==> src/rtl/lap_memory_if.sv <==
// Stopwatch lap-memory bus: live time, button pulses and display outputs.
interface lap_memory_if;
  logic        EN100HZ;
  logic        RUN;
  logic        LAP;
  logic        RECALL;
  logic        CLR;
  logic [23:0] DIN;
  logic [23:0] DOUT;
  logic [2:0]  LAPNO;
  logic        FULL;
  logic [1:0]  MODE;

  modport master (
    output EN100HZ, RUN, LAP, RECALL, CLR, DIN,
    input  DOUT, LAPNO, FULL, MODE
  );

  modport slave (
    input  EN100HZ, RUN, LAP, RECALL, CLR, DIN,
    output DOUT, LAPNO, FULL, MODE
  );
endinterface

==> src/rtl/lap_memory.sv <==
// Four-slot circular lap store with split hold and recall browsing.
// Display outputs are registered one cycle behind their cause.
module lap_memory (
  input  logic         CLK,
  input  logic         RST,
  lap_memory_if.slave  bus
);
  typedef enum logic [1:0] {
    LIVE  = 2'b00,
    SPLIT = 2'b01,
    RCL   = 2'b10
  } mode_e;

  mode_e       mode_q, mode_d;
  logic [23:0] mem_q [4];
  logic [23:0] mem_d [4];
  logic [1:0]  wp_q, wp_d;
  logic [1:0]  ri_q, ri_d;
  logic [2:0]  cnt_q, cnt_d;
  logic [2:0]  lapno_q, lapno_d;
  logic [7:0]  tmr_q, tmr_d;
  logic [23:0] dout_q, dout_d;
  logic        full_q, full_d;
  logic [1:0]  base;
  logic [1:0]  rd_nxt;
  logic        capture;

  always_comb begin
    base    = wp_q - cnt_q[1:0];
    rd_nxt  = base + ri_q + 2'd1;
    capture = bus.LAP && bus.RUN;
    mode_d  = mode_q;
    mem_d   = mem_q;
    wp_d    = wp_q;
    ri_d    = ri_q;
    cnt_d   = cnt_q;
    tmr_d   = tmr_q;
    dout_d  = dout_q;
    lapno_d = lapno_q;
    if (bus.CLR) begin
      mode_d  = LIVE;
      wp_d    = 2'd0;
      ri_d    = 2'd0;
      cnt_d   = 3'd0;
      tmr_d   = 8'd0;
      dout_d  = bus.DIN;
      lapno_d = 3'd0;
    end else if (capture) begin
      mem_d[wp_q] = bus.DIN;
      wp_d    = wp_q + 2'd1;
      cnt_d   = (cnt_q == 3'd4) ? 3'd4 : cnt_q + 3'd1;
      tmr_d   = 8'd199;
      mode_d  = SPLIT;
      dout_d  = bus.DIN;
      lapno_d = cnt_d;
    end else begin
      unique case (mode_q)
        LIVE: begin
          dout_d  = bus.DIN;
          lapno_d = 3'd0;
          if (bus.RECALL && cnt_q != 3'd0) begin
            mode_d  = RCL;
            ri_d    = 2'd0;
            dout_d  = mem_q[base];
            lapno_d = 3'd1;
          end
        end
        SPLIT: begin
          if (bus.EN100HZ) begin
            if (tmr_q == 8'd0) begin
              mode_d  = LIVE;
              dout_d  = bus.DIN;
              lapno_d = 3'd0;
            end else begin
              tmr_d = tmr_q - 8'd1;
            end
          end
        end
        RCL: begin
          if (bus.RECALL) begin
            if ({1'b0, ri_q} == cnt_q - 3'd1) begin
              mode_d  = LIVE;
              ri_d    = 2'd0;
              dout_d  = bus.DIN;
              lapno_d = 3'd0;
            end else begin
              ri_d    = ri_q + 2'd1;
              dout_d  = mem_q[rd_nxt];
              lapno_d = {1'b0, ri_q} + 3'd2;
            end
          end
        end
        default: mode_d = LIVE;
      endcase
    end
    full_d = (cnt_d == 3'd4);
  end

  always_ff @(posedge CLK or negedge RST) begin
    if (!RST) begin
      mode_q  <= LIVE;
      wp_q    <= 2'd0;
      ri_q    <= 2'd0;
      cnt_q   <= 3'd0;
      tmr_q   <= 8'd0;
      dout_q  <= 24'h000000;
      lapno_q <= 3'd0;
      full_q  <= 1'b0;
    end else begin
      mode_q  <= mode_d;
      wp_q    <= wp_d;
      ri_q    <= ri_d;
      cnt_q   <= cnt_d;
      tmr_q   <= tmr_d;
      dout_q  <= dout_d;
      lapno_q <= lapno_d;
      full_q  <= full_d;
    end
  end

  // Slot storage needs no reset: CNT gates every read.
  always_ff @(posedge CLK) begin
    mem_q <= mem_d;
  end

  assign bus.MODE  = mode_q;
  assign bus.DOUT  = dout_q;
  assign bus.LAPNO = lapno_q;
  assign bus.FULL  = full_q;
endmodule

==> src/flat_wrapper.sv <==
// flat-port wrapper written by rule: the top's interface ports become plain ports
module lap_memory_flat 
  (CLK, RST, bus_EN100HZ, bus_RUN, bus_LAP, bus_RECALL, bus_CLR, bus_DIN, bus_DOUT, bus_LAPNO, bus_FULL, bus_MODE);
  lap_memory_if bus_i ();
  input  logic CLK;
  input  logic RST;
  input wire logic [$bits(bus_i.EN100HZ)-1:0] bus_EN100HZ;
  input wire logic [$bits(bus_i.RUN)-1:0] bus_RUN;
  input wire logic [$bits(bus_i.LAP)-1:0] bus_LAP;
  input wire logic [$bits(bus_i.RECALL)-1:0] bus_RECALL;
  input wire logic [$bits(bus_i.CLR)-1:0] bus_CLR;
  input wire logic [$bits(bus_i.DIN)-1:0] bus_DIN;
  output wire logic [$bits(bus_i.DOUT)-1:0] bus_DOUT;
  output wire logic [$bits(bus_i.LAPNO)-1:0] bus_LAPNO;
  output wire logic [$bits(bus_i.FULL)-1:0] bus_FULL;
  output wire logic [$bits(bus_i.MODE)-1:0] bus_MODE;
  assign bus_i.EN100HZ = bus_EN100HZ;
  assign bus_i.RUN = bus_RUN;
  assign bus_i.LAP = bus_LAP;
  assign bus_i.RECALL = bus_RECALL;
  assign bus_i.CLR = bus_CLR;
  assign bus_i.DIN = bus_DIN;
  assign bus_DOUT = bus_i.DOUT;
  assign bus_LAPNO = bus_i.LAPNO;
  assign bus_FULL = bus_i.FULL;
  assign bus_MODE = bus_i.MODE;
  lap_memory u_core (.CLK(CLK), .RST(RST), .bus(bus_i));
endmodule
==> config.mk <==
export PLATFORM = sky130hd
export DESIGN_NAME = lap_memory_flat
export DESIGN_NICKNAME = d
export VERILOG_FILES = /design/src/rtl/lap_memory_if.sv /design/src/rtl/lap_memory.sv /design/src/flat_wrapper.sv
export SDC_FILE = /design/constraint.sdc
export NUM_CORES = 1
export LEC_CHECK = 0
export CORE_UTILIZATION = 55
export DETAILED_ROUTE_END_ITERATION = 8
export PLACE_DENSITY = 0.82
export SLEW_MARGIN = 20
export SYNTH_ARGS = -nofsm -noshare
export SYNTH_HDL_FRONTEND = slang
export SYNTH_SLANG_ARGS = --single-unit
==> constraint.sdc <==
create_clock -name CLK -period 3.7 [get_ports CLK]
set_input_delay 0.37 -clock CLK [delete_from_list [all_inputs] [get_ports CLK]]
set_output_delay 0.37 -clock CLK [all_outputs]
set_load 0.05 [all_outputs]
-- After elaboration in Yosys (flattened, before gate mapping)
Index checks and enable logic that the tools add are counted.
- bits of input ports: 31
- bits in registers: 141
- word-level logic and storage cells: 108
- output and inout port bits: 30
- add/subtract/negate cells: 9
- order comparisons: 4
- bitwise logic cells: 4
- eq/ne operators: 14
- mux-type cells: 49
- reduce and logical (&&, ||, !) cells: 16
- operator list (operator ; number):
    $mux 24 ; 12
    $bmux 24 s2 ; 2
    $bwmux 96 ; 1
    $pmux 24 s3 ; 1
    $demux 24 s2 ; 1
    $mux 8 ; 5
    $mux 2 ; 14
    $mux 3 ; 9
    $ne 4x2->1 const B ; 3
    $reduce_bool 3->1 ; 4
    $ge 3x3->1 const B ; 3
    $not 2->3 ; 3
    $pmux 3 s3 ; 1
    $logic_not 8->1 ; 1
    $ne 4x3->1 const B ; 2
    $reduce_and 4->1 ; 2
    $sub 8x1->8 const B ; 1
    $add 2x1->2 const B ; 3
    $eq 3x3->1 const B ; 2
    $ne 3x2->1 const B ; 2
    $pmux 2 s3 ; 1
    $reduce_and 5->1 ; 1
    $reduce_bool 5->1 ; 1
    $pmux 2 s2 ; 1
    other kinds (18) ; 20

-- Depth between registers and ports, before layout
- depth in word-level cells: 12
- mapped depth: 10
- gate-level depth less buffers: 8

-- Worst setup path after synthesis
Ideal clock, no wire load.
- kind: register -> register
- from: register u_core.wp_q[0]
- to: register u_core.dout_q[7] (netlist: u_core.bus.DOUT[7])
- setup time: 0.136 ns
- cell stages (with the launch flop): 10
- slack: 0.928 ns
- data required time: 3.564 ns
- period minus slack after synthesis: 2.772 ns
- path buffers: 1
- arrival time: 2.637 ns
- path through: dfrtp_1 -> inv_1 -> ha_1 -> ha_1 -> xor2_2 -> xnor2_4 -> buf_6 -> mux4_2 -> a2111oi_0 -> nor3_1
- cells in the longest elaborated chain, start to end: 12
- elaborated cells between the ends (all ways): 17
- classes of those cells: 3 x add/sub; 12 x mux; 2 x bitwise
- ends and longest elaborated chain (element ; line ; RTL):
    start: declaration ; lap_memory.sv:17 ; logic [1:0] wp_q, wp_d;
    start signal: assignment ; lap_memory.sv:111 ; wp_q <= wp_d;
    $sub 2x2->2 * ; lap_memory.sv:29 ; base = wp_q - cnt_q[1:0];
    $add 2x2->2 ; lap_memory.sv:30 ; rd_nxt = base + ri_q + 2'd1;
    $add 2x1->2 ; lap_memory.sv:30 ;
    $not 2->3 (implied by the code) ; lap_memory.sv:88 ; dout_d = mem_q[rd_nxt];
    $bmux 24 s2 ; lap_memory.sv:88 ;
    $mux 24 (implied by the code) (2 in series) ; lap_memory.sv:88 ;
    $mux 24 ; lap_memory.sv:81 ; if ({1'b0, ri_q} == cnt_q - 3'd1) begin
    $mux 24 ; lap_memory.sv:80 ; if (bus.RECALL) begin
    $pmux 24 s3 * ; lap_memory.sv:57 ; unique case (mode_q)
    $mux 24 * ; lap_memory.sv:48 ; end else if (capture) begin
    $mux 24 * ; lap_memory.sv:40 ; if (bus.CLR) begin
    end signal: assignment ; lap_memory.sv:115 ; dout_q <= dout_d;
    end: declaration ; lap_memory.sv:22 ; logic [23:0] dout_q, dout_d;
Every way passes the cells marked *; elsewhere a longest branch is shown, timed or not. The select of a mux whose other input is x is not followed.
A chain may end at the register's enable or synchronous reset.

-- Worst setup path in the final report
- from: register u_core.wp_q[0]
- to: register u_core.dout_q[4] (netlist: u_core.bus.DOUT[4])
The elaborated chain is that of the path after synthesis.

==> metrics.yaml <==
fmax_mhz: 325
p_total_uw: 4370
grt_pass1_wl_um: 25800
clk_pin_slew_worst_paths_ps: 60
crit_top_cell: "ha_1"
slew-limit-headroom_pct: 42.2
synth_ff_type: "edfxtp_1"
ant_nets: 0
syn2layout_area_growth_pct: 20.9
dp_hpwl_um: 9720
cp.arrival_ps: 3370
netlist_area_um2: 6970
cap_violations: 0
final_common_cell: "edfxtp_1"
coreArea_um2: 12200
clkSinkCount: 141
final_cell_mix: "edfxtp_1 (96), clkdlybuf4s50_1 (59), mux2i_1 (48)"
cts-buffers-inserted: 17
final_nets: 627
crit_required_ps: 3990
die_h_um: 115
drive_above_1_share_pct: 15.8
cts_tree: "built"
hold_slack_ps: 43.9
cp-end-kind: "register"
cts_setup_buffers: 0
slew_viol_final: 0
drtIter0Drc: 432
vias: 5030
drt_first_pass_iters: 5
diodes: 0
worstPathCellList: "inv_1, ha_1, ha_1, xor2_2, xnor2_4, buf_12, buf_4, mux4_2, a2111oi_0, nor3_1"
r2r_cells: 10
gp_congestion: 0.828
seq_area_um2: 4010
drc: 0
hold_path_class: "in -> async"
start_util_pct: 57.3
port_buffers: 60
power_density_nw_per_um2: 519
slowest_delay_ps: 520
synth_edf_count: 96
dieArea_um2: 13100
finalSetupViolations: 0
grt-ovfl-total: 0
synth_seq_cells: 141
setup-tns-final_ps: 0
critPathKind: "reg -> reg"
period_share_pct: 83.2
hold_viol_final: 0
rsz0062_at_grt: "false"
fin_skew_ps: 7.48
yosysSeqAreaShare_pct: 57.5
status: "complete, no violations"
leakagePower_uw: 0.00323
cts_buffer_depth: 2
placed_cells: 718
htree_levels: 4
grt_max_degree: 49
multiInputGateArea_um2: 2770
r2r_start: "u_core.wp_q[0]"
synthCells: 506
ctsRootBufferMaster: "clkbuf_16"
period_needed_ps: 3080
startpoint_type: "register"
tightest_slew_ps: 867
r2r_end: "u_core.bus.DOUT[4]"
track_usage_pct: 26.5
synthesis.nets: 551
first_global_vias: 5132
io_pins: 61
crit_buf_inv: 3
path_delay_family: "adder cells"
clkLatencyLatePin_ps: 420
peakVddDrop_mv: 0.376
avgSynthCellArea_um2: 13.8
cp_max_fo: 14
stdcell_count: 763
vias_per_cell: 6.59
postCtsResizedCells: 0
antenna_found_initial: 0
cp_slowest_cell: "mux4_2"
yosys_warnings: 0
wire_per_inst_um: 21.4
die_w_um: 115
hold_buffers: 0
worst-r2r-setup-slack_ps: 620
synthDistinctLibCells: 51
async_reset_ff_share_pct: 31.9
fillers: 801
rows: 40
drt-total-wl_um: 16300
-- layer usage --
layer | up-vias | wire length (um) | share of wire [%] | track usage, %
li1 | 2197 | - | - | -
met1 | 2555 | 6380 | 39 | 32.1
met2 | 244 | 8410 | 52 | 43.4
met3 | 34 | 1180 | 7.2 | 6.51
met4 | 0 | 344 | 2.1 | 15.1
met5 | - | 0 | 0 | 0
-- how the worst max path moves through the flow --
| stage | slack, ps | to | from | depth (start not counted) |
|---|---|---|---|---|
| floorplan | 930 | u_core.bus.DOUT[7] | u_core.wp_q[0] | 9 |
| global placement | 230 | u_core.bus.DOUT[21] | u_core.wp_q[0] | 9 |
| detailed placement | 110 | u_core.bus.DOUT[0] | u_core.wp_q[0] | 9 |
| CTS | 90 | u_core.bus.DOUT[23] | u_core.wp_q[0] | 9 |
| global route | 380 | u_core.bus.DOUT[1] | u_core.wp_q[0] | 10 |
| finish | 620 | u_core.bus.DOUT[4] | u_core.wp_q[0] | 10 |
-- final cells by class --
class / instances / area share [%]
multi-input cells: 315 / 32.8
well taps: 168 / 2.50
inverters: 15 / 0.668
clock buffers: 23 / 5.44
flip-flops and latches: 141 / 47.6
clock inverters: 9 / 0.861
repair buffers: 92 / 10.1
-- sequential cells by signal, summed over array words and instances, names as in the netlist --
register	flops
u_core.cnt_q	3
u_core.bus.MODE	2
u_core.bus.LAPNO	3
u_core.bus.DOUT	24
u_core.tmr_q	8
u_core.mem_q	96
u_core.wp_q	2
u_core.bus.FULL	1
u_core.ri_q	2
-- cells in the mapped netlist (5+ instances only) --
master	n	area, um^2
inv_1	15	56.3
mux2i_1	48	480
mux4_2	24	541
a211oi_1	23	173
buf_2	7	35.0
xnor2_1	9	78.8
clkbuf_1	23	86.3
dfrtp_1	45	1130
a21oi_1	17	85.1
edfxtp_1	96	2880
ha_1	14	175
nor3_1	27	135
o22ai_1	45	282
nor2_1	18	67.6
a2111oi_0	23	201
nand2_1	12	45.0
and3_1	5	31.3
-- metrics by stage --
| step | util (%) | area, um^2 | worst slack, ps |
|---|---|---|---|
| 6_report | 69.3 | 8420 | 621 |
| 5_1_grt | 69.3 | 8420 | 381 |
| 4_1_cts | 68.3 | 8310 | 91.3 |
| 3_5_place_dp | 64.0 | 7780 | 110 |
| 3_3_place_gp | 64.0 | 7780 | 228 |
| 2_1_floorplan | - | 6970 | 928 |
-- cells by family (layout without fill, tap and decap cells) --
family | after synthesis | count (layout) | synth area share [%]
compound gates | 129 | 129 | 13.3
xor+xnor | 14 | 14 | 2.35
buf+inv | 50 | 139 | 3.05
simple gates | 82 | 82 | 5.96
fa+ha+maj | 14 | 14 | 2.51
flops | 141 | 141 | 57.5
mux | 76 | 76 | 15.3
-- power by group --
group,internal [uW],switching (uW)
clock,930,603
sequential,1760,47.8
combinational,453,577
total,3150,1230
No activity file was read; power rests on OpenSTA's default activity.
